[config.mk]
export PLATFORM = sky130hd
export DESIGN_NAME = add16u_err_monitor
export DESIGN_NICKNAME = d
export VERILOG_FILES = /design/src/rtl/add16u_err_monitor.sv
export SDC_FILE = /design/constraint.sdc
export NUM_CORES = 1
export LEC_CHECK = 0
export CAP_MARGIN = 30
export CORE_ASPECT_RATIO = 0.75
export CORE_MARGIN = 2
export CORE_UTILIZATION = 54
export CTS_CLUSTER_DIAMETER = 120
export DETAILED_ROUTE_END_ITERATION = 6
export PLACE_DENSITY_LB_ADDON = 0.08
export RECOVER_POWER = 100
export SETUP_SLACK_MARGIN = 0.3
export SLEW_MARGIN = 20
export SYNTH_ARGS = -nofsm -noshare
export SYNTH_HDL_FRONTEND = slang
export SYNTH_SLANG_ARGS = --single-unit
[constraint.sdc]
create_clock -name clk -period 3.5 [get_ports clk]
set_input_delay 0.7 -clock clk [delete_from_list [all_inputs] [get_ports clk]]
set_output_delay 0.7 -clock clk [all_outputs]
set_load 0.1 [all_outputs]
[src/rtl/add16u_err_monitor.sv]
// Error-statistics monitor for a 16-bit unsigned approximate adder.
// Squared-error path built only when ADD16U_ERRMON_MSE_EN is defined.
module add16u_err_monitor #(
  parameter int CNT_W = 32,
  parameter int SAE_W = 48,
  parameter int SSE_W = 64
) (
  input  logic             clk,
  input  logic             rst_n,
  input  logic             start,
  input  logic [CNT_W-1:0] n_samples,
  input  logic             in_valid,
  output logic             in_ready,
  input  logic [15:0]      in_a,
  input  logic [15:0]      in_b,
  input  logic [16:0]      in_o,
  output logic             busy,
  output logic             done,
  output logic [CNT_W-1:0] smp_cnt,
  output logic [CNT_W-1:0] err_cnt,
  output logic [16:0]      wce,
  output logic [SAE_W-1:0] sae,
  output logic [SSE_W-1:0] sse
);

  localparam logic [1:0] S_IDLE  = 2'd0;
  localparam logic [1:0] S_RUN   = 2'd1;
  localparam logic [1:0] S_DRAIN = 2'd2;
  localparam logic [1:0] S_DONE  = 2'd3;

  logic [1:0]       r_state;
  logic [CNT_W-1:0] r_n;
  logic [CNT_W-1:0] r_acc;
  logic             r_s1_vld;
  logic [16:0]      r_s1_err;
  logic [CNT_W-1:0] r_smp;
  logic [CNT_W-1:0] r_errc;
  logic [16:0]      r_wce;
  logic [SAE_W-1:0] r_sae;

  logic             w_accept;
  logic             w_last;
  logic [16:0]      w_exact;
  logic [16:0]      w_err;
  logic [SAE_W:0]   w_sae_sum;
  logic [CNT_W-1:0] w_smp_nxt;
  logic [CNT_W-1:0] w_errc_nxt;

  assign in_ready = (r_state == S_RUN) && (r_acc < r_n);
  assign w_accept = in_valid && in_ready;
  assign w_last   = w_accept && ((r_acc + CNT_W'(1)) == r_n);
  assign busy     = (r_state == S_RUN) || (r_state == S_DRAIN);
  assign done     = (r_state == S_DONE);

  assign w_exact = {1'b0, in_a} + {1'b0, in_b};
  assign w_err   = (w_exact >= in_o) ? (w_exact - in_o)
                                     : (in_o - w_exact);

  assign w_smp_nxt  = (&r_smp) ? r_smp : r_smp + CNT_W'(1);
  assign w_errc_nxt = ((&r_errc) || (r_s1_err == 17'd0)) ?
                      r_errc : r_errc + CNT_W'(1);
  assign w_sae_sum  = {1'b0, r_sae}
                    + {{(SAE_W+1-17){1'b0}}, r_s1_err};

  // Run control: start always wins and restarts from scratch
  always_ff @(posedge clk or negedge rst_n) begin
    if (!rst_n) begin
      r_state <= S_IDLE;
      r_n     <= '0;
      r_acc   <= '0;
    end else if (start) begin
      r_n     <= n_samples;
      r_acc   <= '0;
      r_state <= (n_samples == '0) ? S_DONE : S_RUN;
    end else begin
      unique case (r_state)
        S_RUN: begin
          if (w_accept) begin
            r_acc <= r_acc + CNT_W'(1);
            if (w_last) r_state <= S_DRAIN;
          end
        end
        S_DRAIN: begin
          if (!r_s1_vld) r_state <= S_DONE;
        end
        default: ;
      endcase
    end
  end

  // Stage 1: register the absolute error of each accepted sample
  always_ff @(posedge clk or negedge rst_n) begin
    if (!rst_n) begin
      r_s1_vld <= 1'b0;
      r_s1_err <= '0;
    end else if (start) begin
      r_s1_vld <= 1'b0;
    end else begin
      r_s1_vld <= w_accept;
      if (w_accept) r_s1_err <= w_err;
    end
  end

  // Stage 2: saturating statistics update
  always_ff @(posedge clk or negedge rst_n) begin
    if (!rst_n) begin
      r_smp  <= '0;
      r_errc <= '0;
      r_wce  <= '0;
      r_sae  <= '0;
    end else if (start) begin
      r_smp  <= '0;
      r_errc <= '0;
      r_wce  <= '0;
      r_sae  <= '0;
    end else if (r_s1_vld) begin
      r_smp  <= w_smp_nxt;
      r_errc <= w_errc_nxt;
      if (r_s1_err > r_wce) r_wce <= r_s1_err;
      r_sae  <= w_sae_sum[SAE_W] ? '1 : w_sae_sum[SAE_W-1:0];
    end
  end

  assign smp_cnt = r_smp;
  assign err_cnt = r_errc;
  assign wce     = r_wce;
  assign sae     = r_sae;

`ifdef ADD16U_ERRMON_MSE_EN
  logic [SSE_W-1:0] r_sse;
  logic [33:0]      w_sq;
  logic [SSE_W:0]   w_sse_sum;

  assign w_sq      = {17'd0, r_s1_err} * {17'd0, r_s1_err};
  assign w_sse_sum = {1'b0, r_sse}
                   + {{(SSE_W+1-34){1'b0}}, w_sq};

  // Saturating sum of squared errors
  always_ff @(posedge clk or negedge rst_n) begin
    if (!rst_n) begin
      r_sse <= '0;
    end else if (start) begin
      r_sse <= '0;
    end else if (r_s1_vld) begin
      r_sse <= w_sse_sum[SSE_W] ? '1 : w_sse_sum[SSE_W-1:0];
    end
  end

  assign sse = r_sse;
`else
  assign sse = '0;
`endif

endmodule

Word-level counts from Yosys, hierarchy flattened --
Cells that the tools add are included.
Word-level totals: flip-flop bits (word level) 213, input bits 85
Cells by class: $add $sub $neg 7, magnitude comparators 3, equal/unequal tests 9, multiplexer cells 23, bitwise gates (word level) 1, reduce and logical (&&, ||, !) cells 20
Operator list (count):
- 32-bit two-way mux | 9
- 48-bit two-way mux | 3
- 32-bit by 1-bit adder with 32-bit output (second input constant) | 3
- 17-bit two-way mux | 4
- 32-bit AND reduction | 2
- 48-bit by 17-bit adder with 49-bit output | 1
- 17-bit subtractor | 2
- 32-bit equality test | 1
- 32-bit zero test | 1
- 32-bit less-than comparator | 1
- 16-bit by 16-bit adder with 17-bit output | 1
- 17-bit >= comparator | 1
- 17-bit > comparator | 1
- 17-bit zero test | 1
- 2-bit two-way mux | 5
- 2-bit AND reduction | 5
- 3-bit != test (second input constant) | 3
- 2-bit nonzero test | 4
- 2-bit equality test (second input constant) | 2
- 2-bit != test (second input constant) | 2
- 2-bit one-hot mux with 2 select lines | 1
- 4-bit AND reduction | 1
- 1-bit logical AND | 3
- 3-bit nonzero test | 1
- 4 further kinds | 5

Longest topological paths before layout --
word-level depth 8, depth in mapped cells 24, mapped depth without buffers 21

Worst setup path after synthesis --
Ideal clock, no wire load.
kind input -> register, start point input in_a[0], end point register r_s1_err[12], library setup time 0.134 ns, arrival 5.339 ns, data required time 3.366 ns, setup slack -1.973 ns, cell stages on the path 22, cell sequence ha_1 fa_1 a21o_1 a21oi_1 o21bai_1 a211o_1 a311oi_1 o21bai_1 a21oi_1 o21a_1 xnor2_1 ha_1 clkbuf_1 nand4_1 nor3_1 a211oi_1 nand2_1 nor2_2 mux2_2 a311oi_1 xor2_1 o21ai_0
Between the ends: word-level cells in the longest chain between the ends 3, elaborated cells between the ends (all ways) 5, classes of those cells add/sub: 3; order compare: 1; mux: 1
RTL lines:
- start, declared | RTL line 14 | input logic [15:0] in_a,
- 16-bit by 16-bit adder with 17-bit output (*) | RTL line 55 | assign w_exact = {1'b0, in_a} + {1'b0, in_b};
- 17-bit subtractor, or another cell as far along | RTL line 57 | : (in_o - w_exact);
- 17-bit two-way mux (*) | RTL line 56 | assign w_err = (w_exact >= in_o) ? (w_exact - in_o)
- end signal, assigned | RTL line 100 | if (w_accept) r_s1_err <= w_err;
- end, declared | RTL line 35 | logic [16:0] r_s1_err;
Mark *: on every way between the ends. The rest lies on a longest branch, timed or not. A chain may end at the register's enable or synchronous reset.

Worst setup path after layout --
Ends and elaborated chain as after synthesis.

==> flow_summary.ini <==
[timing]
fin_crit_ns = 4.70
tightestPinTransition_ns = 2.04
setup_viol = 26
skew_ns = 0.0179
rsz0062_at_grt = yes
slew_headroom = -0.360
hold_viol_final = 0
period_share = 1.34
finalMaxSlewViolations = 259
fin_ws_ns = -1.20
fmax_mhz = 213

[power]
seqPwrFrac = 0.318
power_frac_comb = 0.403
p_leak_uw = 0.00943
powerDensity_nw_per_um2 = 449
p_total_uw = 9090
internal_power_uw = 5600
clkPwrFrac = 0.279
switchingPower_uw = 3490
power_switching_share = 0.384
ir_worst_vdd_uv = 356

[synth]
synth_edf_count = 0
yosys-mux-area-fraction = 0.0249
ys.flop_type = dfrtp_1
synthDistinctLibCells = 66
synth_seq_cells = 213
async_reset_ff_frac = 1.00
synthCells = 1793
yosys.area_share.simple = 0.205
yosysSeqAreaShare = 0.345
syn_area_per_cell_um2 = 8.62
synth-xor-area-share = 0.0958
synth_fa_ha_area_frac = 0.103
synth_top_family_by_area = simple AND/OR/NAND/NOR gates
yosysWarnings = 0
synth_area_um2 = 15400
synth_compound_area_frac = 0.148

[clocking]
cts.sinks = 213
htree_levels = 1
clk_path_buf_depth = 3
cts_buffers = 24
clkTransAtPathRegs_ns = 0.06
cts_tree = done
holdBufCountCts = 0
cts_root_buffer = clkbuf_16
clk_latency_ns = 0.54

[global_route]
grt_usage = 0.290
grt_pass1_vias = 13800
grt_overflow = 0
grt_antenna_before_repair = 1
grt_pass1_wl_mm = 70.4
grt_max_degree = 188

[worst_setup_path]
slowest_stage = a311oi_2
rr_worst_depth = 13
worstSetupPathType = input port to flip-flop
crit_chain = buf_6, ha_4, fa_2, a21o_1, a21oi_2, o21bai_1, a211o_1, a311oi_2, o21bai_1, a21oi_2, o21a_2, o21ai_1, ha_1, nand4_1, nor3_2, buf_4, o211ai_1, a211oi_2, o311ai_2, a311oi_2, xor2_1, o21ai_1
crit_fanout = 4
worstSetupEndpointType = flip-flop
start_kind = input port
required_ns = 3.92
critPathMaxStageDelay_ns = 0.38
arrival_ns = 5.12

[run_status]
status = finished with violations
violations = max-capacitance violations, max-slew violations, negative setup slack

[layout]
fillers = 2321
fin_util = 0.723
fin_cells = 2606
drive_gt1_frac = 0.177
final_cell_mix = buf_4 (210), nor2_1 (187), dfrtp_1 (183)
synthToLayoutAreaGrowth_pct = 31.2
diodes = 0
fin_nets = 2413
layout.cells.most_common = buf_4

[route]
maxUsedRoutingLayer = met4
ant_nets = 0
routed-wl-met2_mm = 20.4
drt_first_iter_violations = 1042
wl_met1_mm = 19.9
vias = 14500
met3_length_mm = 2.90
post_drt_wl_per_cell_um = 16.8
drc = 0
vias_per_cell = 5.56
dr.pass1.iters = 5
routed_wirelength_mm = 43.9

[floorplanning]
die_w_um = 199
initial_core_util = 0.551
ios = 281
die_h_um = 150
die_area_um2 = 30000
core_area_um2 = 28100
rows = 53

[min_path]
hold_depth = 2
hp-class = input port to flip-flop

[run]
drv_cap = 2

[placed_design]
place_inst = 2504
dp_hpwl_mm = 31.8
port_buffers = 216
place.gp.congestion = 0.913
[power groups by stage]
stage | clock (uW) | sequential [uW] | combinational (uW)
floorplan | 0 | 3170 | 2090
CTS | 2570 | 2890 | 3600
global placement | 0 | 2930 | 3310
global route | 2690 | 2910 | 3990
detailed placement | 0 | 2930 | 3400
finish | 2540 | 2890 | 3670
[cell type report]
class | instances | area (um2) | share of cell area
Multi-Input combinational cell | 1394 | 9640 | 0.475
Timing Repair Buffer | 451 | 3540 | 0.175
Tap cell | 385 | 482 | 0.0238
Sequential cell | 213 | 5370 | 0.265
Clock buffer | 34 | 698 | 0.0344
Inverter | 119 | 447 | 0.0220
Clock inverter | 10 | 92.6 | 0.00457
[final timing paths]
| path | startpoint | end | slack [ns] |
|---|---|---|---|
| setup / recovery | in_a[0] | r_s1_err[12] | -1.20 |
| hold / removal | start | err_cnt[31] | 0.51 |
| setup reg to reg | sae[0] | sae[29] | -0.21 |
| hold reg to reg | sae[23] | sae[23] | 0.54 |
| max in group asynchronous | rst_n | sae[0] | 0.68 |
| min in group asynchronous | rst_n | r_n[18] | 0.64 |
[through the flow]
step	hold WS, ns	area [um2]	setup slack [ns]	setup TNS [ns]
finish	0.510	20300	-1.20	-16.92
global route	0.553	20300	-1.50	-31.24
CTS	0.193	20300	-1.09	-15.12
detailed placement	0.531	18900	-2.25	-32.64
global placement	0.526	18900	-2.03	-29.20
floorplan	0.404	15800	-1.48	-18.59
[registers in the layout (all words and copies together), names as in the netlist]
signal    count
r_s1_vld      1
smp_cnt      32
err_cnt      32
r_state       2
r_s1_err     17
r_n          32
wce          17
sae          48
r_acc        32
[cells by family (layout without fill, tap and decap cells)]
group | after synthesis | in the layout
xor+xnor | 169 | 169
mux | 38 | 38
buf+inv | 249 | 614
flops | 213 | 213
other cells | 1 | 64
simple gates | 639 | 639
compound gates | 359 | 359
fa+ha+maj | 125 | 125
[what timing repair did]
action | CTS | global route
buffers inserted | 47 | 10
gates resized for setup | 83 | 54
pin swaps | 52 | 34
setup endpoints to repair | 46 | 52
gates cloned | 0 | 0
[Yosys cell counts (4+ instances only)]
master    number  area (um2)
o41ai_1        4        35.0
and2_1        22         138
dfrtp_1      213        5330
xnor2_1       82         718
a31oi_1       15        93.8
o21ai_0       97         485
or2_2          8        50.1
o21a_1        15         113
o21bai_1       9        67.6
and3_1        31         194
clkbuf_1      49         184
o211ai_1      13        97.6
mux2i_1       34         340
ha_1         121        1510
nand2_1      144         541
a311oi_1      18         158
and4_1        21         184
nand3_1       57         285
nor2b_1       10        62.6
buf_2         11        55.1
o31ai_1        5        37.5
nor3_1        33         165
o22ai_1        6        37.5
fa_1           4        80.1
mux2_2         4        45.0
nor2_1       188         706
nand4_1       54         338
a21o_1        31         233
or3_1         14        87.6
nor4_1        29         181
a211oi_1      19         143
a211o_1        5        43.8
nand2b_1       8        50.1
a21boi_0       8        60.1
buf_4         68         510
a21oi_1       85         425
o31a_1         4        35.0
xor2_1        87         762
inv_1        118         443
nand3b_1       4        30.0
[worst max-delay path: cells and delay by family]
kind	cells	cell delay, ns
AND/OR/NAND/NOR	2	0.41
XOR/XNOR	1	0.18
AO/OA/AOI/OAI	14	2.76
adder cells (fa/ha/maj)	3	0.80
buffers and inverters	2	0.25
[per-layer routing]
metal,up-vias,GRT usage
li1,7010,-
met1,6998,0.415
met2,437,0.460
met3,53,0.0486
met4,0,0.0653
met5,-,0
Power figures use the tool's default switching activity.
